==> config.mk <==
export PLATFORM = sky130hd
export DESIGN_NAME = na4_match_flat
export DESIGN_NICKNAME = d
export VERILOG_FILES = /design/src/rtl/na4_match_if.sv /design/src/rtl/na4_match.sv /design/src/flat_wrapper.sv
export SDC_FILE = /design/constraint.sdc
export NUM_CORES = 1
export LEC_CHECK = 0
export CORE_ASPECT_RATIO = 1.75
export CORE_MARGIN = 2
export CORE_UTILIZATION = 46
export CTS_CLUSTER_SIZE = 8
export DETAILED_ROUTE_END_ITERATION = 10
export GPL_TIMING_DRIVEN = 0
export PLACE_DENSITY = 0.78
export RECOVER_POWER = 100
export SETUP_SLACK_MARGIN = 0.02
export SYNTH_ARGS = -nofsm -noshare
export SYNTH_HDL_FRONTEND = slang
export SYNTH_SLANG_ARGS = --single-unit
==> constraint.sdc <==
create_clock -name clk -period 3.8 [get_ports clk]
set_clock_uncertainty 0.15 [all_clocks]
set_input_delay 0.76 -clock clk [delete_from_list [all_inputs] [get_ports clk]]
set_output_delay 0.76 -clock clk [all_outputs]
set_load 0.005 [all_outputs]
==> src/rtl/na4_match_if.sv <==
// Request/response bundle for the NA4 address-match unit.
// The requester (PMP checker) drives the access and region base,
// and receives the registered match result one cycle later.
interface na4_match_if #(
  parameter int ADDR_W = 32
);
  logic              valid_in;
  logic [ADDR_W-1:0] addr;
  logic [ADDR_W-1:0] addr_n;
  logic [1:0]        size;
  logic              na4_out;
  logic              valid_out;

  modport master (
    output valid_in,
    output addr,
    output addr_n,
    output size,
    input  na4_out,
    input  valid_out
  );

  modport slave (
    input  valid_in,
    input  addr,
    input  addr_n,
    input  size,
    output na4_out,
    output valid_out
  );
endinterface

==> src/rtl/na4_match.sv <==
// NA4 (naturally aligned 4-byte) address-match unit for the PMP checker.
// Reports, one cycle after a request, whether the access addr..addr+size
// lies entirely within the 4-byte region addr_n..addr_n+3. All end-of-range
// arithmetic is carried one bit wider than the address so that an access
// wrapping past the top of the address space is seen and rejected instead
// of aliasing to a low address.
module na4_match #(
  parameter int ADDR_W = 32
) (
  input  logic       clk,
  input  logic       rst,
  na4_match_if.slave bus
);

  logic [ADDR_W:0] end_a;
  logic [ADDR_W:0] end_r;
  logic            m;

  // Compute the widened end addresses and the combinational match term.
  always_comb begin
    end_a = {1'b0, bus.addr}   + {{(ADDR_W-1){1'b0}}, bus.size};
    end_r = {1'b0, bus.addr_n} + {{(ADDR_W-1){1'b0}}, 2'b11};
    m     = (bus.addr >= bus.addr_n) && (end_a <= end_r) && !end_a[ADDR_W];
  end

  // Register the result; an unqualified or reset cycle always yields no match.
  always_ff @(posedge clk) begin
    if (rst) begin
      bus.na4_out   <= 1'b0;
      bus.valid_out <= 1'b0;
    end else begin
      bus.valid_out <= bus.valid_in;
      bus.na4_out   <= bus.valid_in ? m : 1'b0;
    end
  end

endmodule

==> src/flat_wrapper.sv <==
// flat-port wrapper written by rule: the top's interface ports become plain ports
module na4_match_flat 
#(
  parameter int ADDR_W = 32
)
  (clk, rst, bus_valid_in, bus_addr, bus_addr_n, bus_size, bus_na4_out, bus_valid_out);
  na4_match_if #(.ADDR_W(ADDR_W)) bus_i ();
  input  logic clk;
  input  logic rst;
  input wire logic [$bits(bus_i.valid_in)-1:0] bus_valid_in;
  input wire logic [$bits(bus_i.addr)-1:0] bus_addr;
  input wire logic [$bits(bus_i.addr_n)-1:0] bus_addr_n;
  input wire logic [$bits(bus_i.size)-1:0] bus_size;
  output wire logic [$bits(bus_i.na4_out)-1:0] bus_na4_out;
  output wire logic [$bits(bus_i.valid_out)-1:0] bus_valid_out;
  assign bus_i.valid_in = bus_valid_in;
  assign bus_i.addr = bus_addr;
  assign bus_i.addr_n = bus_addr_n;
  assign bus_i.size = bus_size;
  assign bus_na4_out = bus_i.na4_out;
  assign bus_valid_out = bus_i.valid_out;
  na4_match #(.ADDR_W(ADDR_W)) u_core (.clk(clk), .rst(rst), .bus(bus_i));
endmodule
==> results of run 1 <==
state kept, by name, indices dropped and copies added, names as in the netlist:
signal                count
u_core.bus.na4_out        1
u_core.bus.valid_out      1
cells in the mapped netlist, drive strengths merged:
| master | n | area (um^2) |
|---|---|---|
| ha | 68 | 851 |
| xnor2 | 51 | 447 |
| inv | 41 | 154 |
| nand2 | 41 | 154 |
| a21oi | 23 | 115 |
| nor2 | 23 | 86.3 |
| nand3 | 22 | 110 |
| nand4 | 16 | 100 |
| o21ai | 15 | 75.1 |
| and4 | 12 | 118 |
| xor2 | 9 | 78.8 |
| nor3 | 8 | 50.1 |
| and3 | 7 | 43.8 |
| a211oi | 6 | 50.1 |
| and2 | 5 | 31.3 |
| a21o | 4 | 30.0 |
| a221oi | 4 | 41.3 |
| nor2b | 3 | 18.8 |
| nor4 | 3 | 48.8 |
| dfxtp | 2 | 40.0 |
| nand2b | 2 | 12.5 |
| o211ai | 2 | 15.0 |
| a2111oi | 1 | 15.0 |
| a211o | 1 | 8.76 |
| a31oi | 1 | 6.26 |
| and4bb | 1 | 12.5 |
| clkbuf | 1 | 5.00 |
| fa | 1 | 20.0 |
| nor4b | 1 | 8.76 |
| o2111ai | 1 | 8.76 |
| or4 | 1 | 11.3 |
final cells by class:
type	count	area [um^2]	area share [%]
clock buffers	3	41.3	0.988
flip-flops and latches	2	40.0	0.958
inverters	41	156	3.74
plain buffers	1	7.51	0.180
repair buffers	111	973	23.3
multi-input cells	332	2860	68.5
well taps	78	97.6	2.34
power by group:
part,total (mW),internal (mW),switching (mW)
sequential,0.0225,0.0222,0.000229
combinational,0.375,0.181,0.195
clock,0.0818,0.0668,0.0149
total,0.480,0.270,0.210
stage by stage:
stage          TNS, ns  util (%)  hold WS, ns  instances  worst slack (ns)
2_1_floorplan        0         -        0.748        376            0.0369
3_3_place_gp     -1.06      61.6         1.28        524             -1.06
3_5_place_dp     -1.09      61.6         1.31        524             -1.09
4_1_cts        -0.0711      68.5         1.14        554           -0.0711
5_1_grt         -0.269      71.6         1.13        568            -0.269
6_report        -0.163      71.6         1.12        568            -0.163
per-layer routing:
metal	routed length, um	part of all wire [%]
met3	221	2.4
met1	3050	34
met5	0	0
met2	5290	58
met4	498	5.5
cell usage in the layout (no fill, tap or decap), types with 4 or more instances in the layout:
master,count
sky130_fd_sc_hd__and3_1,6
sky130_fd_sc_hd__nand3_1,15
sky130_fd_sc_hd__a21oi_1,23
sky130_fd_sc_hd__buf_2,4
sky130_fd_sc_hd__xnor2_1,47
sky130_fd_sc_hd__clkbuf_2,11
sky130_fd_sc_hd__xor2_1,9
sky130_fd_sc_hd__dlygate4sd2_1,12
sky130_fd_sc_hd__inv_1,31
sky130_fd_sc_hd__and4_4,9
sky130_fd_sc_hd__clkdlybuf4s15_1,5
sky130_fd_sc_hd__nor3_4,4
sky130_fd_sc_hd__inv_2,9
sky130_fd_sc_hd__buf_6,10
sky130_fd_sc_hd__nand4_1,16
sky130_fd_sc_hd__dlymetal6s2s_1,9
sky130_fd_sc_hd__nor2_1,17
sky130_fd_sc_hd__a21o_1,4
sky130_fd_sc_hd__ha_1,65
sky130_fd_sc_hd__nor2_4,5
sky130_fd_sc_hd__nand2_1,37
sky130_fd_sc_hd__nand3_4,4
sky130_fd_sc_hd__buf_4,37
sky130_fd_sc_hd__a211oi_1,4
sky130_fd_sc_hd__o21ai_0,15
sky130_fd_sc_hd__xnor2_2,4
sky130_fd_sc_hd__clkdlybuf4s50_1,18
worst paths after layout:
kind	from	endpoint
worst max-delay path	bus_addr_n[10]	u_core.bus.na4_out
worst min-delay path	bus_addr_n[0]	u_core.bus.na4_out
logic make-up (layout without fill, tap and decap cells):
family	Yosys count	in the layout	synth area share (%)
fa+ha+maj	69	69	31.5
flops	2	2	1.45
xor+xnor	60	60	19.0
simple gates	145	145	29.1
compound gates	58	58	13.2
buf+inv	42	156	5.74
critical path: stages:
cell                            delay [ns]
sky130_fd_sc_hd__dlygate4sd2_1        0.25
sky130_fd_sc_hd__and4_4               0.26
sky130_fd_sc_hd__nand3_4              0.12
sky130_fd_sc_hd__nand2b_4             0.19
sky130_fd_sc_hd__nor3_4               0.27
sky130_fd_sc_hd__buf_6                0.15
sky130_fd_sc_hd__nand2_1              0.06
sky130_fd_sc_hd__xnor2_1              0.12
sky130_fd_sc_hd__ha_1                 0.32
sky130_fd_sc_hd__nand4_1              0.18
sky130_fd_sc_hd__or4_4                0.57
sky130_fd_sc_hd__nor3_4               0.16
sky130_fd_sc_hd__nand3_2              0.12
sky130_fd_sc_hd__a2111oi_4            0.37
repair_timing:
| action | CTS | global route |
|---|---|---|
| endpoints found under the setup margin | 1 | 1 |
| pin swaps | 31 | 31 |
| endpoints found under the hold margin | 0 | 0 |
| setup buffers | 27 | 14 |
| resized for setup | 119 | 71 |
| cloned | 0 | 0 |
==> flow_summary.ini, run 1 <==
[status]
outcome = complete, but fails checks
failing_checks = negative setup slack

[global_route]
use_met2_pct = 53.7
grt_util_met3_pct = 1.36
largest_net_degree_at_the_start_of_global_routing = 8
wire_length_of_the_first_global_routing_pass_um = 13800
grtUsageTotal_pct = 25.0
overflow_after_grt = 0
gr_util_met1_pct = 21.8
antenna_found_initial = 0
number_of_global_route_vias_before_repair = 3301
global_route_hottest_layer = met2

[detailed_routing]
first_iter_violations = 118
drt-vias-per-instance = 5.69
antenna_violating_nets_post_route = 0
remaining_drc_errors = 0
via_count = 3232
routed_len_inst_um = 15.9
drt_first_pass_iters = 4
route.final.wire_length_um = 9050

[clock_network]
cts_tree = done
cts_inserted_buffers = 3
cts-root-buf = sky130_fd_sc_hd__clkbuf_8
cts_htree_levels = 1
cts-hold-fix-buffers = 0
cts_num_sinks = 2
cts.clk_slew.worst_paths_ns = 0.03
ctsLongestPathBuffers = 2

[logic_synthesis]
avgSynthCellArea_um2 = 7.36
ys_warn_count = 0
synthesis.area_um2 = 2770
synthesis.nets = 514
postSynthCellCount = 376
synth-seq-cells = 2
ys_seq_area_share_pct = 1.45
synth_cell_types = 37

[critical_path]
setup.worst_path.end_class = flop
worstSetupStartpointType = input pin
timing_worst_setup_path_type = input pin to flop
critPathRequiredTime_ns = 3.75
critPathArrivalTime_ns = 3.91
path_max_fanout = 5

[timing]
layout_setup_ws_ns = -0.163
rsz0062_at_grt = yes
timing.final.max_slew_violations = 0
finalWorstPathRequiredPeriod_ns = 3.96
achievable-frequency_mhz = 252
tightestPinTransition_ns = 0.468
finalSetupViolCount = 1
slew_headroom_pct = 68.5
post-route-period-util_pct = 104
final-hold-violation-count = 0

[layout]
number_of_antenna_repair_diodes = 0
n_fill_cell = 462
drive_gt1_share_pct = 26.7
cell_area_after_layout_um2 = 4180
nNetsFinal = 630
area_growth_syn_to_layout_pct = 51.0

[worst_hold_path]
min_path_cells = 5
min_path_type = input pin to flop

[floorplanning]
core_um2 = 5830
die_height_um = 107
die_width_um = 62.6
design.portCount = 71
starting_density_of_the_core_pct = 47.4
floorplan.die_area_um2 = 6670
row_cnt = 37

[placed_design]
port_buffers = 70
gp_congestion = 0.910
hpwlAfterDp_um = 6690
postPlaceCellArea_um2 = 3590

[power_and_ir_drop]
p_leak_nw = 2.01
p_per_area_nw_per_um2 = 115
ir_worst_vdd_mv = 0.0809
post-layout-total-power_mw = 0.480

[run]
timing.max_cap.violations = 0
Power figures use the tool's default switching activity.
==> inputs of run 2 (changes only) <==
--- a/config.mk
+++ b/config.mk
@@ -6,11 +6,11 @@
 export NUM_CORES = 1
 export LEC_CHECK = 0
 export CORE_ASPECT_RATIO = 1.75
-export CORE_MARGIN = 2
 export CORE_UTILIZATION = 46
 export CTS_CLUSTER_SIZE = 8
 export DETAILED_ROUTE_END_ITERATION = 10
 export GPL_TIMING_DRIVEN = 0
+export HOLD_SLACK_MARGIN = 0.15
 export PLACE_DENSITY = 0.78
 export RECOVER_POWER = 100
 export SETUP_SLACK_MARGIN = 0.02
==> run 2 against run 1 <==
The flow still finishes with violations (negative setup slack); power is 0.54% lower; critical path depth is 1 higher; core utilization is 1.1 points lower; critical endpoint unchanged; clock power is 4.2% higher; first-iteration DRC count is 40% lower; via count hardly changed; non-clock buffer count is 1 higher; die area is 5.0% lower; final cell count is 0.18% higher; sequential share of layout area hardly changed; sequential power hardly changed.
==> flow_summary.ini, run 2 (same netlist as run 1, synthesis figures left out) <==
[layout]
drive_gt1_share_pct = 25.9
registers_with_the_most_flip_flops = u_core.bus.na4_out x1, u_core.bus.valid_out x1
fin_cells = 569
cell_area_after_layout_um2 = 4110
number_of_antenna_repair_diodes = 0
most_frequent_cells_in_the_layout = 66 x sky130_fd_sc_hd__ha_1, 48 x sky130_fd_sc_hd__xnor2_1, 39 x sky130_fd_sc_hd__buf_4, 36 x sky130_fd_sc_hd__nand2_1, 32 x sky130_fd_sc_hd__inv_1
utilization_pct = 70.5
layout.cells.most_common = sky130_fd_sc_hd__ha_1
area_growth_syn_to_layout_pct = 48.7
nNetsFinal = 631
n_fill_cell = 486

[detailed_routing]
routed_len_inst_um = 15.6
drt_first_pass_iters = 5
via_count = 3235
antenna_violating_nets_post_route = 0
remaining_drc_errors = 0
first_iter_violations = 71
drt-vias-per-instance = 5.69
route.final.wire_length_um = 8870

[critical_path]
critPathRequiredTime_ns = 3.75
path_max_fanout = 3
crit_chain = buf_8 > ha_4 > inv_2 > fa_2 > nor2b_4 > nor2b_4 > nand4_1 > buf_4 > xnor2_2 > ha_1 > nand4_1 > or4_4 > nor3_4 > nand3_2 > a2111oi_4
critPathLaunch = bus_addr[0]
worstPathBufferInverterCount = 3
critical-path-top-delay-family = simple AND/OR/NAND/NOR gates
critPathArrivalTime_ns = 3.82
cpPeakStageDelay_ns = 0.56
timing_worst_setup_path_type = input pin to flop
critical_path.slowest_cell = sky130_fd_sc_hd__or4_4
cp-endpoint = u_core.bus.na4_out
worstSetupStartpointType = input pin
critical_path_depth = 15
setup.worst_path.end_class = flop

[timing]
final-hold-violation-count = 0
achievable-frequency_mhz = 259
slew_headroom_pct = 60.7
finalSetupViolCount = 1
layout_setup_ws_ns = -0.0670
hold_slack_ns = 1.09
finalWorstPathRequiredPeriod_ns = 3.87
rsz0062_at_grt = yes
tightestPinTransition_ns = 0.584
timing.final.max_slew_violations = 0
post-route-period-util_pct = 102

[global_route]
antenna_found_initial = 0
grtUsageTotal_pct = 27.6
wire_length_of_the_first_global_routing_pass_um = 13800
largest_net_degree_at_the_start_of_global_routing = 8
number_of_global_route_vias_before_repair = 3294
overflow_after_grt = 0

[floorplanning]
starting_density_of_the_core_pct = 47.4
floorplan.die_area_um2 = 6340
die_width_um = 60.6
design.portCount = 71
core_um2 = 5830
row_cnt = 37
die_height_um = 105

[worst_hold_path]
min_path_cells = 3
min_from = bus_valid_in
min_path_type = input pin to flop

[clock_network]
cts_htree_levels = 1
cts_tree = done
cts_num_sinks = 2
cts_inserted_buffers = 3
ctsLongestPathBuffers = 2
cts-root-buf = sky130_fd_sc_hd__clkbuf_8
cts.clk_slew.worst_paths_ns = 0.03
cts-hold-fix-buffers = 0

[power_and_ir_drop]
p_leak_nw = 1.94
post-layout-total-power_mw = 0.477
ir_worst_vdd_mv = 0.0794
p_per_area_nw_per_um2 = 116

[placed_design]
gp_congestion = 0.903
postPlaceCellArea_um2 = 3590
port_buffers = 70
number_of_placed_cells_counting_well_taps = 524
hpwlAfterDp_um = 6560

[status]
failing_checks = negative setup slack
outcome = complete, but fails checks

[run]
timing.max_cap.violations = 0
==> run 2: changes by cell type in the layout (fill, tap and decap cells not counted), moves of 2 or more <==
cell	previous run	this run
sky130_fd_sc_hd__clkdlybuf4s15_1	5	3
sky130_fd_sc_hd__dlygate4sd2_1	12	14
sky130_fd_sc_hd__dlymetal6s2s_1	9	2
sky130_fd_sc_hd__buf_6	10	7
sky130_fd_sc_hd__nor2_4	5	3
sky130_fd_sc_hd__clkdlybuf4s50_1	18	26
sky130_fd_sc_hd__buf_4	37	39
==> run 2: through the flow <==
step / setup TNS [ns] / setup slack (ns)
floorplan: 0 / 0.0369
global placement: -1.07 / -1.07
finish: -0.0670 / -0.0670
CTS: -0.0763 / -0.0763
detailed placement: -1.12 / -1.12
global route: -0.209 / -0.209
==> run 2: how the worst min path moves through the flow <==
| stage | slack, ns | end |
|---|---|---|
| floorplan | 0.75 | u_core.bus.valid_out |
| global placement | 1.27 | u_core.bus.na4_out |
| detailed placement | 1.28 | u_core.bus.na4_out |
| CTS | 1.08 | u_core.bus.na4_out |
| global route | 1.13 | u_core.bus.na4_out |
| finish | 1.09 | u_core.bus.na4_out |
==> run 2: what timing repair did <==
item,4_1_cts,5_1_grt
resized for setup,115,51
buffers inserted,31,11
endpoints found under the hold margin,0,0
setup endpoints to repair,1,1
pin swaps,34,25
==> run 2: routing by layer <==
layer / wire [um] / global-route usage, %
met1: 3040 / 25.4
met2: 5150 / 55.9
met3: 186 / 1.61
met4: 491 / 12.5
met5: 0 / 0
==> run 2: where the power goes <==
part / internal [mW] / switching [mW]
clock: 0.0671 / 0.0181
combinational: 0.180 / 0.189
sequential: 0.0222 / 0.000218
==> run 2: area by class of cell <==
cell class / instances / area [um^2] / share of cell area (%)
clock buffer: 3 / 41.3 / 1.00
timing repair buffer: 112 / 961 / 23.4
multi-input combinational: 332 / 2810 / 68.3
tap: 78 / 97.6 / 2.37
buffer: 1 / 11.3 / 0.274
sequential: 2 / 40.0 / 0.973
inverter: 41 / 154 / 3.74
==> run 2: tightest hold or removal path, stage by stage <==
cell and delay [ns]:
sky130_fd_sc_hd__clkdlybuf4s50_1 0.39, sky130_fd_sc_hd__nand2b_1 0.16, sky130_fd_sc_hd__a2111oi_4 0.07
